===== config.mk =====
export PLATFORM = sky130hd
export DESIGN_NAME = wb_arbiter_flat
export DESIGN_NICKNAME = d
export VERILOG_FILES = /design/src/rtl/wb_arbiter_pkg.sv /design/src/rtl/wb_arbiter_if.sv /design/src/rtl/wb_arbiter_fifo.sv /design/src/rtl/wb_arbiter.sv /design/src/flat_wrapper.sv
export SDC_FILE = /design/constraint.sdc
export NUM_CORES = 1
export LEC_CHECK = 0
export BUFFER_PORTS_ARGS = -buffer_cell sky130_fd_sc_hd__buf_2
export CAP_MARGIN = 25
export CORE_MARGIN = 1.5
export CORE_UTILIZATION = 50
export DETAILED_ROUTE_END_ITERATION = 12
export PLACE_DENSITY = 0.71
export RECOVER_POWER = 50
export SLEW_MARGIN = 10
export SYNTH_ARGS = -nofsm -noshare
export SYNTH_HDL_FRONTEND = slang
export SYNTH_SLANG_ARGS = --single-unit

===== constraint.sdc =====
create_clock -name clk -period 3.6 [get_ports clk]
set_input_delay 0 -clock clk [delete_from_list [all_inputs] [get_ports clk]]
set_output_delay 0 -clock clk [all_outputs]
set_load 0.01 [all_outputs]

===== src/rtl/wb_arbiter_pkg.sv =====
// Shared core definitions for the writeback path: the architectural data
// width, the register index width and the layout of one writeback entry.
package core_pkg;

    localparam int XLEN   = 32;
    localparam int REG_AW = 5;

    // One pending register-file write: destination index plus result.
    typedef struct packed {
        logic [REG_AW-1:0] rd;
        logic [XLEN-1:0]   data;
    } wb_entry_t;

endpackage


===== src/rtl/wb_arbiter_if.sv =====
// Bundle of the writeback arbiter's bus signals: ALU result, LSU handshake,
// register-file write port, FIFO occupancy and the decode hazard query.
// The slave modport is the arbiter's view; master is the surrounding core.
interface wb_arbiter_if #(
    parameter int DEPTH = 4,
    parameter int XLEN  = core_pkg::XLEN,
    parameter int AW    = core_pkg::REG_AW
);

    localparam int CW = $clog2(DEPTH) + 1;

    logic            alu_we;
    logic [AW-1:0]   alu_rd;
    logic [XLEN-1:0] alu_data;

    logic            lsu_valid;
    logic            lsu_ready;
    logic [AW-1:0]   lsu_rd;
    logic [XLEN-1:0] lsu_data;

    logic            rf_we;
    logic [AW-1:0]   rf_rd;
    logic [XLEN-1:0] rf_data;

    logic [CW-1:0]   fifo_count;

    logic [AW-1:0]   chk_rd;
    logic            chk_hit;

    modport slave (
        input  alu_we, alu_rd, alu_data,
        input  lsu_valid, lsu_rd, lsu_data,
        output lsu_ready,
        output rf_we, rf_rd, rf_data,
        output fifo_count,
        input  chk_rd,
        output chk_hit
    );

    modport master (
        output alu_we, alu_rd, alu_data,
        output lsu_valid, lsu_rd, lsu_data,
        input  lsu_ready,
        input  rf_we, rf_rd, rf_data,
        input  fifo_count,
        output chk_rd,
        input  chk_hit
    );

endinterface


===== src/rtl/wb_arbiter_fifo.sv =====
// Synchronous FIFO buffering LSU writeback results. Pointers carry one extra
// wrap bit so full and empty are distinguishable. Every entry's destination
// index is visible so the hazard query can search all queued writes.
module wb_fifo #(
    parameter int DEPTH = 4,
    parameter int XLEN  = core_pkg::XLEN,
    parameter int AW    = core_pkg::REG_AW
) (
    input  logic                     clk,
    input  logic                     rst,
    input  logic                     push,
    input  logic [AW-1:0]            pushRd,
    input  logic [XLEN-1:0]          pushData,
    input  logic                     pop,
    output logic [AW-1:0]            popRd,
    output logic [XLEN-1:0]          popData,
    output logic                     full,
    output logic                     empty,
    output logic [$clog2(DEPTH):0]   count,
    input  logic [AW-1:0]            chkRd,
    output logic                     chkHit
);
    import core_pkg::*;

    localparam int PW = $clog2(DEPTH);

    logic [AW-1:0]   rdMem   [DEPTH];
    logic [XLEN-1:0] dataMem [DEPTH];

    logic [PW:0] wrPtrReg;
    logic [PW:0] rdPtrReg;
    logic        doPush;
    logic        doPop;

    // Guard against overflow/underflow even if the caller misbehaves.
    assign doPush = push && !full;
    assign doPop  = pop && !empty;

    assign count = wrPtrReg - rdPtrReg;
    assign empty = (wrPtrReg == rdPtrReg);
    assign full  = (wrPtrReg[PW] != rdPtrReg[PW]) &&
                   (wrPtrReg[PW-1:0] == rdPtrReg[PW-1:0]);

    assign popRd   = rdMem[rdPtrReg[PW-1:0]];
    assign popData = dataMem[rdPtrReg[PW-1:0]];

    // Pointer advance; reset flushes the queue by collapsing both pointers.
    always_ff @(posedge clk) begin
        if (rst) begin
            wrPtrReg <= '0;
            rdPtrReg <= '0;
        end else begin
            if (doPush) wrPtrReg <= wrPtrReg + 1'b1;
            if (doPop)  rdPtrReg <= rdPtrReg + 1'b1;
        end
    end

    // Entry storage: no reset needed, validity comes from the pointers.
    always_ff @(posedge clk) begin
        if (doPush) begin
            rdMem[wrPtrReg[PW-1:0]]   <= pushRd;
            dataMem[wrPtrReg[PW-1:0]] <= pushData;
        end
    end

    // An entry is live when its distance from the read pointer is below
    // the occupancy; only live entries may report a hazard.
    logic [DEPTH-1:0] entryHit;
    genvar gi;
    generate
        for (gi = 0; gi < DEPTH; gi++) begin : g_hit
            logic [PW-1:0] offset;
            assign offset       = PW'(gi) - rdPtrReg[PW-1:0];
            assign entryHit[gi] = ({1'b0, offset} < count) && (rdMem[gi] == chkRd);
        end
    endgenerate

    assign chkHit = |entryHit;

endmodule


===== src/rtl/wb_arbiter.sv =====
// Writeback arbiter feeding the register file's single write port.
// The ALU path has fixed priority and is never stalled; LSU results are
// queued in wb_fifo and drained whenever the ALU is idle. Writes to r0 are
// dropped at the input. Optional macro WB_LSU_BYPASS_EN lets an LSU result
// skip the empty FIFO and reach the register file in one cycle.
module wb_arbiter
    import core_pkg::*;
#(
    parameter int DEPTH = 4,
    parameter int XLEN  = core_pkg::XLEN,
    parameter int AW    = core_pkg::REG_AW
) (
    input  logic          clk,
    input  logic          rst,
    wb_arbiter_if.slave   bus
);

    localparam int CW = $clog2(DEPTH) + 1;

    logic            aluWrite;
    logic            lsuReady;
    logic            lsuFire;
    logic            lsuLive;
    logic            bypassTake;
    logic            fifoPush;
    logic            fifoPop;
    logic            fifoFull;
    logic            fifoEmpty;
    logic            fifoHit;
    logic [CW-1:0]   fifoCount;
    logic [AW-1:0]   headRd;
    logic [XLEN-1:0] headData;

    logic            rfWeReg;
    logic [AW-1:0]   rfRdReg;
    logic [XLEN-1:0] rfDataReg;

    // r0 is hardwired zero, so writes to it are treated as no write.
    assign aluWrite = bus.alu_we && (bus.alu_rd != '0);

    // Ready depends on registered occupancy only, never on lsu_valid.
    assign lsuReady = !fifoFull;
    assign lsuFire  = bus.lsu_valid && lsuReady;
    assign lsuLive  = lsuFire && (bus.lsu_rd != '0);

`ifdef WB_LSU_BYPASS_EN
    // Nothing queued and no ALU write: the LSU result can go straight out.
    assign bypassTake = lsuLive && fifoEmpty && !aluWrite;
`else
    assign bypassTake = 1'b0;
`endif

    assign fifoPush = lsuLive && !bypassTake;
    assign fifoPop  = !aluWrite && !fifoEmpty;

    wb_fifo #(
        .DEPTH (DEPTH),
        .XLEN  (XLEN),
        .AW    (AW)
    ) u_fifo (
        .clk      (clk),
        .rst      (rst),
        .push     (fifoPush),
        .pushRd   (bus.lsu_rd),
        .pushData (bus.lsu_data),
        .pop      (fifoPop),
        .popRd    (headRd),
        .popData  (headData),
        .full     (fifoFull),
        .empty    (fifoEmpty),
        .count    (fifoCount),
        .chkRd    (bus.chk_rd),
        .chkHit   (fifoHit)
    );

    // Output stage: ALU first, then FIFO head, then bypassed LSU; when idle
    // only the write enable drops and index/data hold.
    always_ff @(posedge clk) begin
        if (rst) begin
            rfWeReg   <= 1'b0;
            rfRdReg   <= '0;
            rfDataReg <= '0;
        end else if (aluWrite) begin
            rfWeReg   <= 1'b1;
            rfRdReg   <= bus.alu_rd;
            rfDataReg <= bus.alu_data;
        end else if (fifoPop) begin
            rfWeReg   <= 1'b1;
            rfRdReg   <= headRd;
            rfDataReg <= headData;
        end else if (bypassTake) begin
            rfWeReg   <= 1'b1;
            rfRdReg   <= bus.lsu_rd;
            rfDataReg <= bus.lsu_data;
        end else begin
            rfWeReg   <= 1'b0;
        end
    end

    assign bus.lsu_ready  = lsuReady;
    assign bus.rf_we      = rfWeReg;
    assign bus.rf_rd      = rfRdReg;
    assign bus.rf_data    = rfDataReg;
    assign bus.fifo_count = fifoCount;

    // A write is pending if it is queued or sitting in the output stage.
    assign bus.chk_hit = (bus.chk_rd != '0) &&
                         (fifoHit || (rfWeReg && (rfRdReg == bus.chk_rd)));

endmodule


===== src/flat_wrapper.sv =====
// flat-port wrapper written by rule: the top's interface ports become plain ports
module wb_arbiter_flat import core_pkg::*;
#(
    parameter int DEPTH = 4,
    parameter int XLEN  = core_pkg::XLEN,
    parameter int AW    = core_pkg::REG_AW
)
  (clk, rst, bus_alu_we, bus_alu_rd, bus_alu_data, bus_lsu_valid, bus_lsu_rd, bus_lsu_data, bus_lsu_ready, bus_rf_we, bus_rf_rd, bus_rf_data, bus_fifo_count, bus_chk_rd, bus_chk_hit);
  wb_arbiter_if #(.DEPTH(DEPTH), .XLEN(XLEN), .AW(AW)) bus_i ();
  input  logic clk;
  input  logic rst;
  input wire logic [$bits(bus_i.alu_we)-1:0] bus_alu_we;
  input wire logic [$bits(bus_i.alu_rd)-1:0] bus_alu_rd;
  input wire logic [$bits(bus_i.alu_data)-1:0] bus_alu_data;
  input wire logic [$bits(bus_i.lsu_valid)-1:0] bus_lsu_valid;
  input wire logic [$bits(bus_i.lsu_rd)-1:0] bus_lsu_rd;
  input wire logic [$bits(bus_i.lsu_data)-1:0] bus_lsu_data;
  output wire logic [$bits(bus_i.lsu_ready)-1:0] bus_lsu_ready;
  output wire logic [$bits(bus_i.rf_we)-1:0] bus_rf_we;
  output wire logic [$bits(bus_i.rf_rd)-1:0] bus_rf_rd;
  output wire logic [$bits(bus_i.rf_data)-1:0] bus_rf_data;
  output wire logic [$bits(bus_i.fifo_count)-1:0] bus_fifo_count;
  input wire logic [$bits(bus_i.chk_rd)-1:0] bus_chk_rd;
  output wire logic [$bits(bus_i.chk_hit)-1:0] bus_chk_hit;
  assign bus_i.alu_we = bus_alu_we;
  assign bus_i.alu_rd = bus_alu_rd;
  assign bus_i.alu_data = bus_alu_data;
  assign bus_i.lsu_valid = bus_lsu_valid;
  assign bus_i.lsu_rd = bus_lsu_rd;
  assign bus_i.lsu_data = bus_lsu_data;
  assign bus_lsu_ready = bus_i.lsu_ready;
  assign bus_rf_we = bus_i.rf_we;
  assign bus_rf_rd = bus_i.rf_rd;
  assign bus_rf_data = bus_i.rf_data;
  assign bus_fifo_count = bus_i.fifo_count;
  assign bus_i.chk_rd = bus_chk_rd;
  assign bus_chk_hit = bus_i.chk_hit;
  wb_arbiter #(.DEPTH(DEPTH), .XLEN(XLEN), .AW(AW)) u_core (.clk(clk), .rst(rst), .bus(bus_i));
endmodule

Word-level counts from Yosys, hierarchy flattened
Memory sizes are Yosys's and may differ from the RTL's. A register that Yosys moved wholly into a read port is not among the register bits.
Cells that the tools add are included.
W data, S select, Z words.
{"block": "totals", "ff_bits": 44, "ram_bits": 148, "input_bits": 83, "out_inout_bits": 43, "elab_cells": 60, "memories": 2}
{"block": "classes", "addsub": 7, "order_cmp": 4, "eq_ne": 8, "n_mux": 12, "reduce_logical": 22}
{"name": "u_core.u_fifo.dataMem", "depth": 4, "word_bits": 32, "read_ports": 1, "rd_clocked_by_memory_dff": 1, "write_ports": 1, "line_no": "wb_arbiter_fifo.sv:28", "text": "logic [XLEN-1:0] dataMem [DEPTH];"}
{"name": "u_core.u_fifo.rdMem", "depth": 4, "word_bits": 5, "read_ports": 5, "rd_clocked_by_memory_dff": 1, "write_ports": 1, "line_no": "wb_arbiter_fifo.sv:27", "text": "logic [AW-1:0] rdMem [DEPTH];"}
{"cell": "$mux W32", "n": 2}
{"cell": "$eq A5 B5 Y1", "n": 5}
{"cell": "$reduce_bool A5 Y1", "n": 3}
{"cell": "$logic_and A1 B1 Y1", "n": 13}
{"cell": "$lt A2 B3 Y1", "n": 4}
{"cell": "$mux W5", "n": 2}
{"cell": "$mux W2", "n": 4}
{"cell": "$add A3 B1 Y3 const B", "n": 2}
{"cell": "$mux W1", "n": 4}
{"cell": "$reduce_or A4 Y1", "n": 1}
{"cell": "$sub A1 B2 Y2 const A", "n": 2}
{"cell": "$sub A2 B2 Y2 const A", "n": 2}
{"cell": "$eq A3 B3 Y1", "n": 1}
{"cell": "$logic_not A1 Y1", "n": 3}
{"cell": "$sub A3 B3 Y3", "n": 1}
{"cell": "$eq A2 B2 Y1", "n": 1}
{"cell": "$reduce_bool A2 Y1", "n": 1}
{"cell": "$logic_or A1 B1 Y1", "n": 1}
{"cell": "$ne A1 B1 Y1", "n": 1}

Logic depth before layout (Yosys ltp)
Gate-level depths: netlist of run 1.
{"block": "depth", "depth_word": 8, "mapped_depth": 11, "depth_no_buf": 11}

By module
From an unflattened synthesis of run 1, not the netlist that was laid out.
{"block": "unflattened", "cells_unflattened": 483, "area_unflattened_um2": 8192.9}
{"mod": "wb_fifo", "instances": 1, "cells_per_inst": 290, "area_per_inst_um2": 6155.9, "seq_area_each_um2": 4604.4}
{"mod": "wb_arbiter", "instances": 1, "cells_per_inst": 193, "area_per_inst_um2": 2037.0, "seq_area_each_um2": 760.7}

Least setup slack after synthesis of run 1
No wires, ideal clock.
{"block": "synth_path", "kind": "register -> register", "from": "register u_core.u_fifo.wrPtrReg[0]", "to": "memory u_core.u_fifo.dataMem[3][0], enable pin", "t_arrival_ps": 2737, "t_required_ps": 3166, "path_slack_ps": 429, "path_stages_with_launch": 6, "path_buffers": 0, "synth_period_minus_slack_ps": 3171, "path_cell_list": "dfxtp_1 > inv_1 > ha_1 > nand2_1 > o221ai_2 > nor2_1"}
{"block": "synth_between", "elab_chain_len": 8}
{"element": "start, declared", "line_no": "wb_arbiter_fifo.sv:30", "text": "logic [PW:0] wrPtrReg;"}
{"element": "start signal, assigned", "line_no": "wb_arbiter_fifo.sv:53", "text": "if (doPush) wrPtrReg <= wrPtrReg + 1'b1;"}
{"element": "$eq A2 B2 Y1", "line_no": "wb_arbiter_fifo.sv:42", "text": "(wrPtrReg[PW-1:0] == rdPtrReg[PW-1:0]);"}
{"element": "$logic_and A1 B1 Y1", "line_no": "wb_arbiter_fifo.sv:41", "text": "assign full = (wrPtrReg[PW] != rdPtrReg[PW]) &&"}
{"element": "$logic_not A1 Y1", "line_no": "wb_arbiter_fifo.sv:36, wb_arbiter.sv:42"}
{"element": "$logic_and A1 B1 Y1", "line_no": "wb_arbiter.sv:43", "text": "assign lsuFire = bus.lsu_valid && lsuReady;"}
{"element": "$logic_and A1 B1 Y1", "line_no": "wb_arbiter.sv:44", "text": "assign lsuLive = lsuFire && (bus.lsu_rd != '0);"}
{"element": "$logic_and A1 B1 Y1", "line_no": "wb_arbiter_fifo.sv:36", "text": "assign doPush = push && !full;"}
{"element": "$mux W1", "line_no": "wb_arbiter_fifo.sv:60", "text": "if (doPush) begin"}
{"element": "$mux W1 (implied by the code)", "line_no": "wb_arbiter_fifo.sv:62", "text": "dataMem[wrPtrReg[PW-1:0]] <= pushData;"}
{"element": "end, declared", "line_no": "wb_arbiter_fifo.sv:28"}
Parallel ways exist; a longest one is shown, timed or not.

Worst setup path in the final report of run 1
{"block": "layout_path", "from": "register u_core.u_fifo.wrPtrReg[0]", "to": "register u_core.rfRdReg[1], in the netlist u_core.bus.rf_rd[1]"}
{"block": "layout_between", "elab_chain_len": 4}
{"element": "$eq A3 B3 Y1", "line_no": "wb_arbiter_fifo.sv:40", "text": "assign empty = (wrPtrReg == rdPtrReg);"}
{"element": "$logic_not A1 Y1", "line_no": "wb_arbiter.sv:54", "text": "assign fifoPop = !aluWrite && !fifoEmpty;"}
{"element": "$logic_and A1 B1 Y1", "line_no": "wb_arbiter.sv:54"}
{"element": "$reduce_bool A2 Y1 (no source line)"}
{"element": "end signal, assigned", "line_no": "wb_arbiter.sv:85", "text": "rfRdReg <= bus.alu_rd;"}
{"element": "end signal, assigned", "line_no": "wb_arbiter.sv:89", "text": "rfRdReg <= headRd;"}
{"element": "end signal, assigned", "line_no": "wb_arbiter.sv:93", "text": "rfRdReg <= bus.lsu_rd;"}
{"element": "end, declared", "line_no": "wb_arbiter.sv:35", "text": "logic [AW-1:0] rfRdReg;"}
Every way passes these cells.
A chain may end at the register's enable or synchronous reset.

==> out/qor.txt, run 1 <==
Io pins -> 126
CTS root buf -> clkbuf_16
Via count -> 4832
Ranking of synthesized cells by area -> edfxtp_1, dfxtp_1, mux4_2
Pwr Density -> 582 nW/µm²
Layout Skew -> 0.00845 ns
Largest net degree at the start of global routing -> 46
Die Wd -> 129 µm
Post-Syn Nets -> 574
Flop-to-flop setup slack -> 0.70 ns
N_diodes -> 0
Cell area after synthesis -> 7980 µm²
DR vias/cell -> 5.33
Sequential share of the synthesized area -> 67.2%
DP Cell Count -> 799
Syn Area/Cell -> 16.8 µm²
IO Port Bufs -> 125
Count of final setup violators -> 0
DIE AREA -> 16700 µm²
Height of the chip -> 129 µm
Layout cell share with drive strength beyond 1 -> 20.4%
CTS H-Tree Depth -> 4
WP data arrival -> 3.21 ns
Later-pin clock latency in the skew report -> 0.43 ns
FMAX -> 0.345 GHz
Layout area overhead -> 26.3%
Max cap viols -> 0
Fin. max-slew vios -> 0
DRT antenna net count -> 0
Hold_ws -> 0.0120 ns
Iteration-0 DRC Markers -> 371
Clk slew on worst S/H paths -> 0.07 ns
WP data required -> 3.91 ns
Crit path kind -> reg2reg
Hold crit path type -> in2reg
CP endpoint kind -> flip-flop
Most common cell after layout, fill and taps aside -> edfxtp_1
Non-filler instance count after layout -> 907
GRT overflow -> 0
Vias in the first global route -> 4976
Unrepaired setup endpoints after global routing -> no
Final nets -> 776
Sw Share -> 27.1%
Starting Density -> 50.8%
CTS tree -> done
Post-CTS sizing -> 0
Final GP Congestion -> 0.810
P_leak -> 3.54 nW
Yosys top cell by area -> edfxtp_1
Detailed Place HPWL -> 11100 µm
Max transition margin -> 23.5%
Drt wl/cell -> 19.2 µm
Psw -> 0.00159 W
Core area -> 15700 µm²
Final Critical Period -> 2.90 ns
Final design utilization -> 64.2%
Logic pwr share -> 22.9%
Synth Register Bits -> 194
YS warnings -> 0
DRT Pass-1 Iters -> 4
Synth top area share -> 55.7%
Most frequent cells in the layout -> edfxtp_1, clkbuf_1, dlygate4sd3_1
Gate Count Post-Synth -> 476
Worst vdd ir -> 357 µV
Longest Clk Path Bufs -> 2
Int Power -> 0.00427 W
Post-placement setup slack -> 1.17 ns
Run status -> finished, final reports clean
# DRC -> 0
Clock power frac -> 31.0%
Final Cycle Share -> 80.6%
Worst Setup Slack, final -> 0.700 ns
Total negative slack -> 0 ns
Antenna violations before repair -> 0
First-pass GRT wire length -> 27100 µm
CTS Buf Count -> 17
Post-synthesis cell type count -> 30
Setup crit start kind -> flip-flop
Critical Path Fanout Max -> 39
Global Route Usage Sum -> 22.2%
Final Hold Violating Endpoints -> 0
Row Count -> 46
Worst slew pin tran -> 1.15 ns
Flop pwr share -> 46.2%
Routed WL -> 17400 µm
CTS sink cnt -> 194
==> power by group through the flow <==
stage,logic [W],clock network [W],registers [W]
2_1_floorplan,0.000951,0,0.00272
3_3_place_gp,0.00126,0,0.00275
3_5_place_dp,0.00130,0,0.00276
4_1_cts,0.00137,0.00185,0.00271
5_1_grt,0.00145,0.00193,0.00273
6_report,0.00134,0.00181,0.00271
==> per-stage QoR <==
step | power [W] | area, µm²
2_1_floorplan | 0.00367 | 7980
3_3_place_gp | 0.00401 | 8850
3_5_place_dp | 0.00405 | 8850
4_1_cts | 0.00592 | 10200
5_1_grt | 0.00612 | 10100
6_report | 0.00586 | 10100
==> layout make-up <==
cell class	instances	area, µm²
sequential	194	5370
inverter	14	52.6
multi-input combinational	238	2430
clock inverter	10	111
clock buffer	22	454
fill	1131	5630
timing repair buffer	213	1400
tap	216	270
==> worst max-delay path, cell delays in order, from the launching register on <==
cell and delay (ns):
dfxtp_1 0.39, inv_1 0.14, ha_1 0.38, nand3_2 0.09
buf_4 0.61, mux2_1 0.38, a22oi_1 0.15, dlygate4sd3_1 0.59
nor2_1 0.04
==> metal layers <==
layer,vias up,GRT usage (%),part of all wire (%)
met5,-,0,0
met4,0,6.61,1.3
met3,17,4.54,3.6
met2,122,37.7,52
met1,2460,29.2,43
li1,2233,-,-
==> flip-flops by register name, indices dropped and copies added (netlist names), named ones only <==
register,flops
u_core.u_fifo.dataMem,128
u_core.bus.rf_we,1
u_core.u_fifo.rdMem,20
u_core.u_fifo.rdPtrReg,3
u_core.bus.rf_data,32
u_core.u_fifo.wrPtrReg,3
u_core.bus.rf_rd,5
==> synth_stat cells <==
master,number
ha_1,14
mux2i_1,38
mux2_1,1
nor3_1,4
o21ai_2,1
nand3_1,4
o22a_1,1
buf_6,2
dfxtp_1,46
inv_1,14
buf_1,1
nand3_2,1
or4_1,3
xnor2_1,14
o221ai_2,1
a22oi_1,1
nand2_1,3
o2111ai_1,4
edfxtp_1,148
a211oi_2,10
a211oi_1,26
clkbuf_1,10
a21oi_1,4
xor2_1,18
buf_2,10
mux4_2,37
fa_1,1
buf_4,7
nor4_1,1
nor2_1,51
==> worst paths after layout <==
kind,endpoint,from,depth (start not counted)
max,u_core.bus.rf_rd[1],u_core.u_fifo.wrPtrReg[0],8
min,u_core.bus.rf_data[3],rst,2
min reg2reg,u_core.bus.rf_data[11],u_core.bus.rf_data[11],2
max reg2reg,u_core.bus.rf_rd[1],u_core.u_fifo.wrPtrReg[0],8
==> what timing repair did <==
| item | 4_1_cts | 5_1_grt |
|---|---|---|
| endpoints found under the hold margin | 185 | 0 |
| buffers inserted | 0 | 0 |
| hold buffers | 75 | 0 |
==> cell families after synthesis <==
group | count (synthesis) | share of synthesized area [%]
buffers and inverters | 44 | 2.74
adders and majority gates | 15 | 2.45
and+or+nand+nor | 67 | 3.53
DFF | 194 | 67.2
xor gates and xnor gates | 32 | 3.51
muxes | 76 | 15.3
AOI/OAI and AO/OA | 48 | 5.20
Note: power is estimated with default switching activity, not from simulation.
==> run 2, diff against run 1 <==
clock period = 2.9 ns   (was 3.6 ns; I/O delays follow)
==> run 2 against run 1 <==
Final area is 0.14% higher. Clock-buffer cell count is 1 lower. Power is 23% higher. Highest routed layer unchanged. Critical path depth is 4 higher. Largest power group unchanged. First-iteration DRC count is 28% lower. Utilization is 0.088 points higher. Clock power is 19% higher. Wire length is 4.3% lower. Sequential power is 24% higher.
==> out/qor.txt, run 2 (synthesized netlist as in run 1, its figures left out) <==
Finished Cell Area -> 10100 µm²
Drt wl/cell -> 18.4 µm
Hold crit path type -> in2reg
CTS H-Tree Depth -> 4
Post-DP Area -> 8900 µm²
Fin. max-slew vios -> 0
CTS Buf Count -> 17
DP Cell Count -> 800
Final Critical Period -> 2.68 ns
Antenna violations before repair -> 0
Fill count -> 1129
Largest register FFs -> 128
Via count -> 4830
Count of final setup violators -> 0
Clk slew on worst S/H paths -> 0.06 ns
Final Hold Violating Endpoints -> 0
Layout cell share with drive strength beyond 1 -> 20.8%
GRT overflow -> 0
DR vias/cell -> 5.32
DIE AREA -> 16700 µm²
Hold path cells -> 2
Final GP Congestion -> 0.856
Longest Clk Path Bufs -> 2
Run status -> finished, final reports clean
DRT Pass-1 Iters -> 6
Starting Density -> 50.8%
Worst vdd ir -> 524 µV
Core area -> 15700 µm²
Iteration-0 DRC Markers -> 268
Worst slew pin tran -> 0.835 ns
Height of the chip -> 129 µm
Final nets -> 777
Top Family by Delay on Critical Path -> adder cells
Die Wd -> 129 µm
DRT antenna net count -> 0
Worst Setup Slack, final -> 0.221 ns
P_leak -> 3.53 nW
Post-placement setup slack -> 0.514 ns
Later-pin clock latency in the skew report -> 0.42 ns
IO Port Bufs -> 125
N_diodes -> 0
Setup crit start kind -> flip-flop
Io pins -> 126
Hold EP -> u_core.bus.rf_data[1]
Non-filler instance count after layout -> 908
Delay of the slowest cell on the worst path -> 0.51 ns
Most frequent cells in the layout -> edfxtp_1, clkbuf_1, dlygate4sd3_1
CP endpoint kind -> primary output
CTS tree -> done
# DRC -> 0
Most common cell after layout, fill and taps aside -> edfxtp_1
R2R Path End -> u_core.bus.rf_rd[1]
WP data required -> 2.90 ns
Critical register-to-register path startpoint -> u_core.u_fifo.rdPtrReg[1]
CP max-delay cell -> fa_1
Critical Path Fanout Max -> 5
Hold Path Origin -> rst
CTS root buf -> clkbuf_16
WP data arrival -> 2.68 ns
Unrepaired setup endpoints after global routing -> no
Flop-to-flop setup slack -> 0.38 ns
Largest net degree at the start of global routing -> 46
Crit path kind -> reg2out
Detailed Place HPWL -> 10600 µm
Total negative slack -> 0 ns
Pwr Density -> 713 nW/µm²
CTS sink cnt -> 194
Global Route Usage Sum -> 21.0%
Layout area overhead -> 26.5%
First-pass GRT wire length -> 25800 µm
Routed WL -> 16700 µm
Worst r2r path cells -> 8
Max transition margin -> 44.4%
Row Count -> 46
Crit path cell chain -> inv_2, ha_1, inv_1, fa_1, inv_2, ha_1, nor2_1, nor2_1, o2111ai_1, nand2_1, o22a_1, buf_2
Layout Skew -> 0.00853 ns
Vias in the first global route -> 5125
Max cap viols -> 0
Final Cycle Share -> 92.4%
Bufs and invs on worst path -> 4
FMAX -> 0.373 GHz
==> run 2: stage by stage <==
step | hold WS, ns | util, % | power [W]
after global placement | 0.210 | 56.6 | 0.00500
after floorplan | 0.0989 | - | 0.00456
final | 0.0336 | 64.3 | 0.00720
after detailed placement | 0.215 | 56.6 | 0.00505
after CTS | 0.0933 | 64.8 | 0.00727
after global routing | 0.0607 | 64.3 | 0.00751
==> run 2: how the worst max path moves through the flow <==
| stage | cells past startpoint | from | end | slack, ns |
|---|---|---|---|---|
| after detailed placement | 12 | u_core.u_fifo.wrPtrReg[0] | bus_chk_hit | 0.51 |
| after global routing | 12 | u_core.u_fifo.wrPtrReg[0] | bus_chk_hit | 0.03 |
| after floorplan | 5 | u_core.u_fifo.wrPtrReg[0] | u_core.u_fifo.dataMem[0][0] | -0.22 |
| final | 12 | u_core.u_fifo.wrPtrReg[0] | bus_chk_hit | 0.22 |
| after global placement | 12 | u_core.u_fifo.wrPtrReg[0] | bus_chk_hit | 0.63 |
| after CTS | 12 | u_core.u_fifo.wrPtrReg[0] | bus_chk_hit | 0.05 |
==> run 2: worst register-to-register path: stages, from the launching register on <==
cell and delay (ns):
dfxtp_1 0.38, inv_1 0.12, ha_1 0.34, nand3_2 0.08, buf_4 0.35, mux2_1 0.37, a22oi_1 0.14, dlygate4sd3_1 0.58
nor2_1 0.04
==> run 2: layer usage <==
layer	vias up	routed length [µm]	track usage [%]
met5	-	0	0
met4	0	437	9.39
met3	32	722	4.09
met2	142	8620	36.2
met1	2417	6900	25.9
li1	2239	-	-
==> run 2: report_power, final <==
part | internal (W) | switching [W] | leakage (nW)
registers | 0.00321 | 0.000139 | 1.74
logic | 0.000836 | 0.000864 | 1.54
clock network | 0.00119 | 0.000954 | 0.250
total | 0.00524 | 0.00196 | 3.53
==> run 2: final cells by class <==
class	instances	area, µm²	share of cell area [%]
inverter	14	52.6	0.521
tap	216	270	2.68
timing repair buffer	214	1440	14.3
multi-input combinational	238	2420	24.0
clock buffer	21	450	4.46
sequential	194	5370	53.2
clock inverter	11	88.8	0.880
==> run 2: repair_timing <==
action                                  CTS  global route
hold buffers                             75             0
buffers inserted                          0             0
resized for setup                         0             3
endpoints found under the setup margin    0             1
hold endpoints to repair                185             0
